## src/rtl/mem_port_arbiter.sv

```systemverilog
// mem_port_arbiter
//   Arbitrates two masters (CPU = master 0, DMA = master 1) onto the single
//   shared RAM port. It sequences each granted transaction into the
//   mem_cmd / mem_addr / write_data timing that the RAM gating expects, and
//   turns any access outside the read/write address spaces into an error ack.
//
// Ports
//   clk_i, reset_n_i             clock, synchronous active-low reset
//   cpu_req_i/cmd_i/addr_i/wdata_i  CPU request (held until cpu_ack_o)
//   cpu_ack_o/err_o/rdata_o         CPU completion pulse, error flag, read data
//   dma_*                           same set of signals for the DMA master
//   mem_cmd_o, mem_addr_o, write_data_o  drive the RAM gating (10 rd, 01 wr, 00 idle)
//   read_data_i                     RAM read data, valid in the cycle after the address
//   busy_o                          high whenever a transaction is in flight
module mem_port_arbiter #(
  parameter int unsigned AW   = 9,
  parameter int unsigned DW   = 16,
  parameter int unsigned FAIR = 1
) (
  input  logic          clk_i,
  input  logic          reset_n_i,
  input  logic          cpu_req_i,
  input  logic [1:0]    cpu_cmd_i,
  input  logic [AW-1:0] cpu_addr_i,
  input  logic [DW-1:0] cpu_wdata_i,
  output logic          cpu_ack_o,
  output logic          cpu_err_o,
  output logic [DW-1:0] cpu_rdata_o,
  input  logic          dma_req_i,
  input  logic [1:0]    dma_cmd_i,
  input  logic [AW-1:0] dma_addr_i,
  input  logic [DW-1:0] dma_wdata_i,
  output logic          dma_ack_o,
  output logic          dma_err_o,
  output logic [DW-1:0] dma_rdata_o,
  output logic [1:0]    mem_cmd_o,
  output logic [AW-1:0] mem_addr_o,
  output logic [DW-1:0] write_data_o,
  input  logic [DW-1:0] read_data_i,
  output logic          busy_o
);

  typedef enum logic [1:0] {IDLE, ISSUE, WAIT, DONE} state_e;

  localparam logic [1:0] MREAD  = 2'b10;
  localparam logic [1:0] MWRITE = 2'b01;

  state_e        state_q, state_d;
  logic          grant_q;        // 0 = CPU, 1 = DMA
  logic          last_q;         // master granted most recently
  logic [1:0]    cmd_q;
  logic [AW-1:0] addr_q;
  logic [DW-1:0] wdata_q;
  logic [DW-1:0] cpu_rdata_q, dma_rdata_q;

  logic take, win_dma;
  logic is_read, is_write, legal, rd_ok;

  assign is_read  = (cmd_q == MREAD);
  assign is_write = (cmd_q == MWRITE);
  assign legal    = (is_read && !addr_q[AW-1]) || (is_write && addr_q[AW-1]);
  assign rd_ok    = legal && is_read;

  // State register
  always_ff @(posedge clk_i) begin
    if (!reset_n_i) state_q <= IDLE;
    else            state_q <= state_d;
  end

  // Next-state and arbitration
  always_comb begin
    state_d = state_q;
    take    = 1'b0;
    win_dma = 1'b0;
    case (state_q)
      IDLE: begin
        if (cpu_req_i || dma_req_i) begin
          take = 1'b1;
          if (cpu_req_i && dma_req_i) win_dma = (FAIR != 0) ? ~last_q : 1'b0;
          else                        win_dma = dma_req_i;
          state_d = ISSUE;
        end
      end
      ISSUE:   state_d = rd_ok ? WAIT : DONE;
      WAIT:    state_d = DONE;
      DONE:    state_d = IDLE;
      default: state_d = IDLE;
    endcase
  end

  // Transaction latch, read-data capture and grant history
  always_ff @(posedge clk_i) begin
    if (!reset_n_i) begin
      grant_q     <= 1'b0;
      last_q      <= 1'b1;   // DMA "last", so the CPU wins the first tie
      cmd_q       <= '0;
      addr_q      <= '0;
      wdata_q     <= '0;
      cpu_rdata_q <= '0;
      dma_rdata_q <= '0;
    end else begin
      if (take) begin
        grant_q <= win_dma;
        cmd_q   <= win_dma ? dma_cmd_i   : cpu_cmd_i;
        addr_q  <= win_dma ? dma_addr_i  : cpu_addr_i;
        wdata_q <= win_dma ? dma_wdata_i : cpu_wdata_i;
      end
      if (state_q == WAIT) begin
        if (grant_q) dma_rdata_q <= read_data_i;
        else         cpu_rdata_q <= read_data_i;
      end
      if (state_q == DONE) last_q <= grant_q;
    end
  end

  // Outputs
  always_comb begin
    mem_cmd_o    = '0;
    mem_addr_o   = '0;
    write_data_o = '0;
    cpu_ack_o    = 1'b0;
    dma_ack_o    = 1'b0;
    cpu_err_o    = 1'b0;
    dma_err_o    = 1'b0;
    cpu_rdata_o  = cpu_rdata_q;
    dma_rdata_o  = dma_rdata_q;
    busy_o       = (state_q != IDLE);
    case (state_q)
      ISSUE: begin
        mem_addr_o = addr_q;
        if (legal) mem_cmd_o = cmd_q;   // legal implies 10 or 01, never 11
        if (legal && is_write) write_data_o = wdata_q;
      end
      WAIT: begin
        mem_cmd_o  = MREAD;
        mem_addr_o = addr_q;
      end
      DONE: begin
        cpu_ack_o = ~grant_q;
        dma_ack_o = grant_q;
        cpu_err_o = ~grant_q & ~legal;
        dma_err_o = grant_q & ~legal;
        // Read data registers keep their last read value, but a write or
        // error ack must present zero on the acknowledged master's rdata.
        if (!rd_ok) begin
          if (grant_q) dma_rdata_o = '0;
          else         cpu_rdata_o = '0;
        end
      end
      default: ;
    endcase
  end

endmodule

```

## config.mk

```make
export PLATFORM = sky130hd
export DESIGN_NAME = mem_port_arbiter
export DESIGN_NICKNAME = d
export VERILOG_FILES = /design/src/rtl/mem_port_arbiter.sv
export SDC_FILE = /design/constraint.sdc
export NUM_CORES = 1
export LEC_CHECK = 0
export CAP_MARGIN = 20
export CORE_UTILIZATION = 57
export DETAILED_ROUTE_END_ITERATION = 10
export DONT_BUFFER_PORTS = 1
export GPL_ROUTABILITY_DRIVEN = 1
export PLACE_DENSITY = 0.84
export SLEW_MARGIN = 20
export SYNTH_ARGS = -nofsm -noshare
export SYNTH_HDL_FRONTEND = slang
export SYNTH_SLANG_ARGS = --single-unit
```

## constraint.sdc

```tcl
create_clock -name clk_i -period 1.73 [get_ports clk_i]
set_clock_uncertainty 0.15 [all_clocks]
set_input_delay 0.346 -clock clk_i [delete_from_list [all_inputs] [get_ports clk_i]]
set_output_delay 0.346 -clock clk_i [all_outputs]
set_load 0.01 [all_outputs]
```

Word level (Yosys, flattened, before mapping). Index checks and enable logic that the tools add are counted.

Flip-flop bits (word level): 63. Logic and storage cells: 58. Bits of input ports: 74. Output and inout port bits: 64.

Eq/ne operators: 6. Reductions and logical operators: 13. Bitwise logic cells: 5. Muxes and demuxes: 26.

Operators with widths (number): 2-to-1 mux 16 bit (9); 2-to-1 mux 9 bit (2); 2-to-1 mux 1 bit (10); case mux 2 bit (4 select lines) (1); == test 2 bit (second input constant) (3); 2-to-1 mux 2 bit (3); logical AND 1 bit (5); == test 2 x 1 -> 1 bit (second input constant) (2); case mux 2 bit (2 select lines) (1); AND reduction 2 bit (2); NOT 1 bit (3); bitwise AND 1 bit (2); logical NOT 2 bit (1); logical OR 1 bit (2); inequality test 2 bit (second input constant) (1); nonzero test 2 bit (1); OR reduction 2 bit (1); logical NOT 1 bit (1).

Logic depth before layout (Yosys ltp). Gate-level depths: netlist (run 1).

Depth after elaboration: 6. Depth in mapped cells: 8. Mapped depth without buffers: 5.

Least setup slack after synthesis (run 1). Ideal clock, no wire load.

Kind: flip-flop to output port. From: register state_q[1]. To: output dma_rdata_o[10]. Buffers on the path: 1. Arrival: 1218 ps. Data required time: 1234 ps. Cell stages (with the launch flop): 6. Slack: 16 ps. Cells stage by stage: dfxtp_1 -> ha_1 -> nand2_1 -> nor2_1 -> buf_2 -> nor2b_1.

Cells in the longest elaborated chain, start to end: 2.

RTL lines: start: declaration (RTL line 48) `state_e state_q, state_d;`; start signal: assignment (RTL line 67) `else state_q <= state_d;`; == test 2 bit (RTL line 128) `case (state_q)`; 2-to-1 mux 16 bit (RTL line 128); end: declaration (RTL line 35) `output logic [DW-1:0] dma_rdata_o,`.

No other way between the ends.

Worst setup path in the final report (run 1).
From: register state_q[0]. To: output mem_cmd_o[0].

Cells in the longest elaborated chain, start to end: 2. Elaborated cells between the ends (all ways): 3. Those cells by class: eq/ne: 2; mux: 1.

RTL lines: == test 2 bit / == test 2 x 1 -> 1 bit (equally long branches) (RTL line 128); case mux 2 bit (2 select lines) (*) (RTL line 128); end: declaration (RTL line 36) `output logic [1:0] mem_cmd_o,`.

Mark *: on every way between the ends. The rest lies on a longest branch, timed or not.

==> key figures, run 1 <==
Synthesis
  • Mapped Area: 3350 µm²
  • Post-synth top area share: 37.6%
  • EDFF count, synth: 0
  • Flop and latch count out of synthesis: 63
  • Synth Instances: 374
  • Synth cell types: 31
  • Mapped Avg Cell Area: 8.96 µm²
  • Syn_nets: 452
  • Ys flop type: dfxtp_1
  • Commonest cells in the synthesized netlist: 66 x nand2_1, 63 x dfxtp_1, 36 x nor2b_1
  • Post-synthesis sequential area ratio: 37.6%
  • Most common cell in the netlist: nand2_1
  • Area leader, netlist: dfxtp_1
  • Yosys warns: 0
  • Fraction of registers with async set/reset: 0%
  • Top cells by area, synth: dfxtp_1 38%, a2111o_1 9.1%, o211a_1 8.1%

Timing
  • Final setup viols: 63
  • Max frequency: 503 MHz
  • Hold Fails Final Rpt: 0
  • RSZ-0062 raised after global routing: yes
  • Tcrit/Tclk final: 115%
  • Least-Margin Pin Slew: 0.325 ns
  • Fin. max-slew vios: 0
  • Post-route worst setup slack: -0.258 ns
  • Min Clock Period, post-route: 1.99 ns
  • Max-slew headroom: 78.3%
  • Total negative setup slack: -13.23 ns

Placed design
  • Pre-CTS setup slack: -0.406 ns
  • Dpl hpwl: 5340 µm
  • Post-DP Area: 3470 µm²
  • GP Congestion: 0.793
  • Port bufs: 0

Flow run
  • Max cap viols: 0

Clock tree
  • Root buffer cell: clkbuf_8
  • CTS tree: done
  • Clk pin slew, worst setup/hold paths: 0.07 ns
  • Clk sink count: 63
  • Clock insertion delay at the later pin of the skew report: 0.33 ns
  • H-tree levels: 3
  • Clock tree buffer depth: 2
  • Total CTS buffers: 9

Floorplanning
  • Initial core utilization: 60.1%
  • Row cnt: 27
  • CORE AREA: 5570 µm²
  • Die Height: 78.7 µm
  • Num ports: 138
  • Die width: 78.7 µm
  • Die area: 6190 µm²

Power and ir drop
  • Sw Pwr: 2.44 mW
  • Leak: 1.91 nW
  • Max VDD drop: 0.000923 V
  • Pwr Density: 1470 nW/µm²
  • Logic pwr share: 51.1%
  • Sequential power share: 30.3%
  • Clock power share: 18.6%
  • Internal power: 4.37 mW
  • Sw Share: 35.8%

Setup path
  • CP Capture Type: output pin
  • Classification of the worst setup path: reg -> out
  • CP max FO: 8
  • CP startpoint kind: flip-flop
  • Critical path arrival: 1.49 ns
  • CP required: 1.23 ns

Global routing
  • First-pass GRT wire length: 15500 µm
  • Via count of the first global-routing pass: 3128
  • Grt ovf: 0
  • Largest net degree at the start of global routing: 58
  • Initial antenna violation count: 0
  • All-Layer GR Usage: 32.8%

Detailed routing
  • Via count: 3113
  • Drt total wl: 11100 µm
  • Starting DRT DRC Count: 180
  • # DRC: 0
  • Via density: 6.28
  • Wirelength per Cell: 22.3 µm
  • DR pass1 iterations: 5
  • Post-route ant nets: 0

Final layout
  • Nets: 497
  • # diodes: 0
  • Share of post-route cells with drive strength above 1: 34.2%
  • Finished Cell Area: 4640 µm²
  • Area Growth Syn to Fin: 38.6%

Run status
  • Run status: complete, but fails checks
  • Failing checks: negative setup slack

Hold path
  • Worst min path class: in -> reg
-- cell usage in the layout, fill, tap and decap left out, drive strengths merged, types with 5 or more instances in the layout --
| cell | n |
|---|---|
| buf | 41 |
| and2 | 27 |
| a2111o | 27 |
| dlygate4sd3 | 24 |
| o21a | 29 |
| inv | 5 |
| nor2 | 5 |
| clkbuf | 15 |
| nand2 | 67 |
| dfxtp | 63 |
| a21boi | 34 |
| o211a | 27 |
| nor2b | 36 |
-- logic make-up after synthesis --
group | count (synthesis) | synth area share [%]
buffers and inverters | 41 | 6.53
AO/OA/AOI/OAI | 123 | 32.4
AND/OR/NAND/NOR | 143 | 21.9
adder cells (fa/ha/maj) | 4 | 1.49
flip-flops | 63 | 37.6
-- flip-flops by register name, summed over array words and instances (netlist names) --
| register | flops |
|---|---|
| cpu_rdata_q | 16 |
| dma_rdata_q | 16 |
| wdata_q | 16 |
| addr_q | 9 |
| cmd_q | 2 |
| state_q | 2 |
| grant_q | 1 |
| last_q | 1 |
-- critical path: stages (launching register included) --
cell and delay [ns]:
dfxtp_2 0.34, buf_6 0.10, buf_4 0.12, ha_4 0.16, and3_4 0.27, and2_4 0.18
-- timing repair --
action / in CTS / in global routing
hold buffers: 23 / 1
setup endpoints to repair: 122 / 103
gates cloned: 2 / 5
gates resized for setup: 127 / 14
pin swaps: 8 / 7
setup buffers: 11 / 5
endpoints found under the hold margin: 34 / 1
-- power by group through the flow --
stage,clock (mW),combinational (mW),sequential [mW]
floorplan,0,1.68,2.00
global placement,0,2.22,2.01
detailed placement,0,2.28,2.03
CTS,1.26,2.99,2.04
global route,1.35,3.67,2.09
finish,1.26,3.48,2.06
-- layout make-up --
class / instances / area (µm²)
tap: 72 / 90.1
inverter: 5 / 23.8
timing repair buffer: 68 / 763
multi-input combinational: 272 / 2310
sequential: 63 / 1270
clock inverter: 4 / 45.0
fill: 307 / 930
clock buffer: 12 / 145
-- final timing paths --
check | slack (ns) | startpoint | depth (start not counted) | endpoint
worst max-delay path | -0.26 | state_q[0] | 5 | mem_cmd_o[0]
worst min-delay path | 0.01 | dma_addr_i[2] | 1 | addr_q[2]
worst max register to register | 0.01 | state_q[0] | 9 | wdata_q[6]
worst min register to register | 0.32 | dma_rdata_q[1] | 2 | dma_rdata_q[1]
-- routing by layer --
layer / global-route usage [%] / up-vias / share of wire, %
met5: 0 / - / 0
li1: - / 1403 / -
met1: 36.2 / 1490 / 37
met2: 57.5 / 181 / 51
met4: 16.1 / 0 / 3.4
met3: 8.95 / 39 / 8.3
-- through the flow --
step | hold WS, ns | power (mW) | cells | utilization (%)
after floorplan | 0.280 | 3.68 | 374 | -
after global placement | 0.280 | 4.23 | 434 | 62.3
after detailed placement | 0.291 | 4.31 | 434 | 62.3
after CTS | 0.000634 | 6.29 | 485 | 79.9
after global routing | 0.00116 | 7.11 | 496 | 83.3
final | 0.0128 | 6.81 | 496 | 83.3
No activity file was read; power rests on OpenSTA's default activity.
==> run 2, diff against run 1 <==
Settings changed: CORE_ASPECT_RATIO set to 0.9.
==> key figures, run 2 (synthesis results as in run 1) <==
Setup path
  • CP required: 1.23 ns (about the same)
  • Worst r2r dst: cmd_q[1]
  • R2r worst-path depth: 8 (-1)
  • RR Startpoint: state_q[1]
  • CP startpoint kind: flip-flop
  • CP Capture Type: output pin
  • Max incr delay on CP: 0.37 ns (+0.03 ns)
  • Classification of the worst setup path: reg -> out
  • CP max FO: 8 (unchanged)
  • Crit-path slowest cell: dfxtp_4
  • Worst-path cell chain: buf_6 > inv_6 > ha_4 > and3_4 > and2_4
  • Critical path arrival: 1.51 ns (+0.02 ns)
  • FF-to-FF setup slack: -0.08 ns (-0.09 ns)

Hold path
  • Hold_sp: read_data_i[15]
  • Hold path depth: 2 (+1)
  • Worst Hold Path EP: cpu_rdata_q[15]
  • Worst min path class: in -> reg

Global routing
  • Via count of the first global-routing pass: 2993 (-4.3%)
  • Initial antenna violation count: 0 (unchanged)
  • All-Layer GR Usage: 32.2% (-0.62 points)
  • Largest net degree at the start of global routing: 63 (+8.6%)
  • First-pass GRT wire length: 15400 µm (-0.67%)
  • Grt ovf: 0 (unchanged)

Floorplanning
  • CORE AREA: 5660 µm² (+1.5%)
  • Num ports: 138 (unchanged)
  • Die area: 6190 µm² (about the same)
  • Die Height: 74.7 µm (-5.0%)
  • Row cnt: 26 (-3.7%)
  • Initial core utilization: 59.2% (-0.92 points)
  • Die width: 82.8 µm (+5.3%)

Detailed routing
  • Post-route ant nets: 0 (unchanged)
  • Wirelength per Cell: 22.9 µm (+2.9%)
  • # DRC: 0 (unchanged)
  • Via density: 6.44 (+2.6%)
  • DR pass1 iterations: 4 (-1)
  • Starting DRT DRC Count: 242 (+34%)
  • Drt total wl: 10900 µm (-1.3%)
  • Via count: 3064 (-1.6%)

Timing
  • Total negative setup slack: -14.96 ns (-1.73 ns)
  • Final setup viols: 91 (+44%)
  • Tcrit/Tclk final: 116% (+1.2 points)
  • Min Clock Period, post-route: 2.01 ns (+0.0207 ns)
  • Post-route worst setup slack: -0.279 ns (-0.0207 ns)
  • Max-slew headroom: 74.0% (-4.3 points)
  • Fin. max-slew vios: 0 (unchanged)
  • Hold Fails Final Rpt: 0 (unchanged)
  • Hold_ws: 0.0131 ns (+0.000326 ns)
  • Least-Margin Pin Slew: 0.389 ns (+0.0641 ns)
  • Max frequency: 498 MHz (-1.0%)
  • RSZ-0062 raised after global routing: yes

Clock tree
  • Total CTS buffers: 9 (unchanged)
  • Clock insertion delay at the later pin of the skew report: 0.33 ns (about the same)
  • H-tree levels: 3 (unchanged)
  • CTS tree: done
  • Root buffer cell: clkbuf_8
  • Clk pin slew, worst setup/hold paths: 0.07 ns (about the same)
  • Clk sink count: 63 (unchanged)
  • Clock tree buffer depth: 2 (unchanged)

Power and ir drop
  • Leak: 1.87 nW (-2.0%)
  • Max VDD drop: 0.00110 V (+19%)
  • Pwr Density: 1590 nW/µm² (+8.2%)

Final layout
  • Area Growth Syn to Fin: 37.8%
  • Most common cell after layout, fill and taps aside: nand2_1
  • Fin util: 81.6% (-1.7 points)
  • # diodes: 0 (unchanged)
  • Nets: 480 (-3.4%)
  • Share of post-route cells with drive strength above 1: 35.0% (+0.78 points)
  • Final Non-Filler Cells: 476 (-4.0%)
  • Fill count: 313 (+2.0%)
  • Most frequent cells in the layout: 65 x nand2_1, 59 x dfxtp_1, 35 x nor2b_4
  • Largest regs: cpu_rdata_q x16, dma_rdata_q x16, wdata_q x16

Run status
  • Failing checks: negative setup slack
  • Run status: complete, but fails checks

Placed design
  • Dpl hpwl: 5390 µm (+0.94%)
  • Port bufs: 0 (unchanged)
  • GP Congestion: 0.767 (-3.2%)
  • # placed instances: 432 (-0.46%)

Flow run
  • Max cap viols: 0 (unchanged)
run 2: how the worst max path moves through the flow:
| stage | to | cells after the start | startpoint | slack [ns] |
|---|---|---|---|---|
| 3_3_place_gp | write_data_o[1] | 5 | state_q[1] | -0.22 |
| 6_report | write_data_o[10] | 5 | state_q[1] | -0.28 |
| 4_1_cts | mem_addr_o[5] | 5 | state_q[1] | -0.22 |
| 3_5_place_dp | write_data_o[0] | 5 | state_q[1] | -0.23 |
| 2_1_floorplan | dma_rdata_o[10] | 5 | state_q[1] | 0.02 |
| 5_1_grt | write_data_o[10] | 5 | state_q[1] | -0.32 |
run 2: stage by stage:
| step | power, mW | setup slack (ns) | instance area, µm² |
|---|---|---|---|
| 2_1_floorplan | 3.68 | 0.0164 | 3350 |
| 3_3_place_gp | 4.27 | -0.223 | 3480 |
| 3_5_place_dp | 4.35 | -0.230 | 3480 |
| 4_1_cts | 6.65 | -0.217 | 4440 |
| 5_1_grt | 7.62 | -0.322 | 4620 |
| 6_report | 7.32 | -0.279 | 4620 |
run 2: what timing repair did:
item,CTS,global route
gates cloned,5,2
buffers inserted,5,5
endpoints found under the hold margin,20,6
resized for setup,131,29
endpoints found under the setup margin,107,124
hold buffers,12,2
pin swaps,10,32
run 2: area by class of cell:
| cell class | instances | area, µm² | area share (%) |
|---|---|---|---|
| multi-input combinational | 272 | 2330 | 50.6 |
| sequential | 63 | 1270 | 27.6 |
| timing repair buffer | 51 | 658 | 14.3 |
| clock buffer | 12 | 165 | 3.58 |
| tap | 70 | 87.6 | 1.90 |
| clock inverter | 3 | 65.1 | 1.41 |
| inverter | 5 | 33.8 | 0.732 |
run 2: routing by layer:
layer / vias up / share of wire (%) / track usage (%)
met2: 172 / 49 / 56.5
met3: 38 / 7.9 / 10.1
li1: 1383 / - / -
met4: 0 / 3.4 / 17.2
met5: - / 0 / 0
met1: 1471 / 40 / 35.9
run 2: where the power goes:
group          internal (mW)  switching (mW)
registers               1.85           0.275
clock network          0.920           0.557
logic                   2.00            1.72
total                   4.77            2.55
run 2: worst max-delay path: cells and delay by family (launching register included):
kind / cells / cell delay (ns)
simple gates: 2 / 0.44
flops: 1 / 0.37
fa+ha+maj: 1 / 0.16
buf+inv: 2 / 0.20
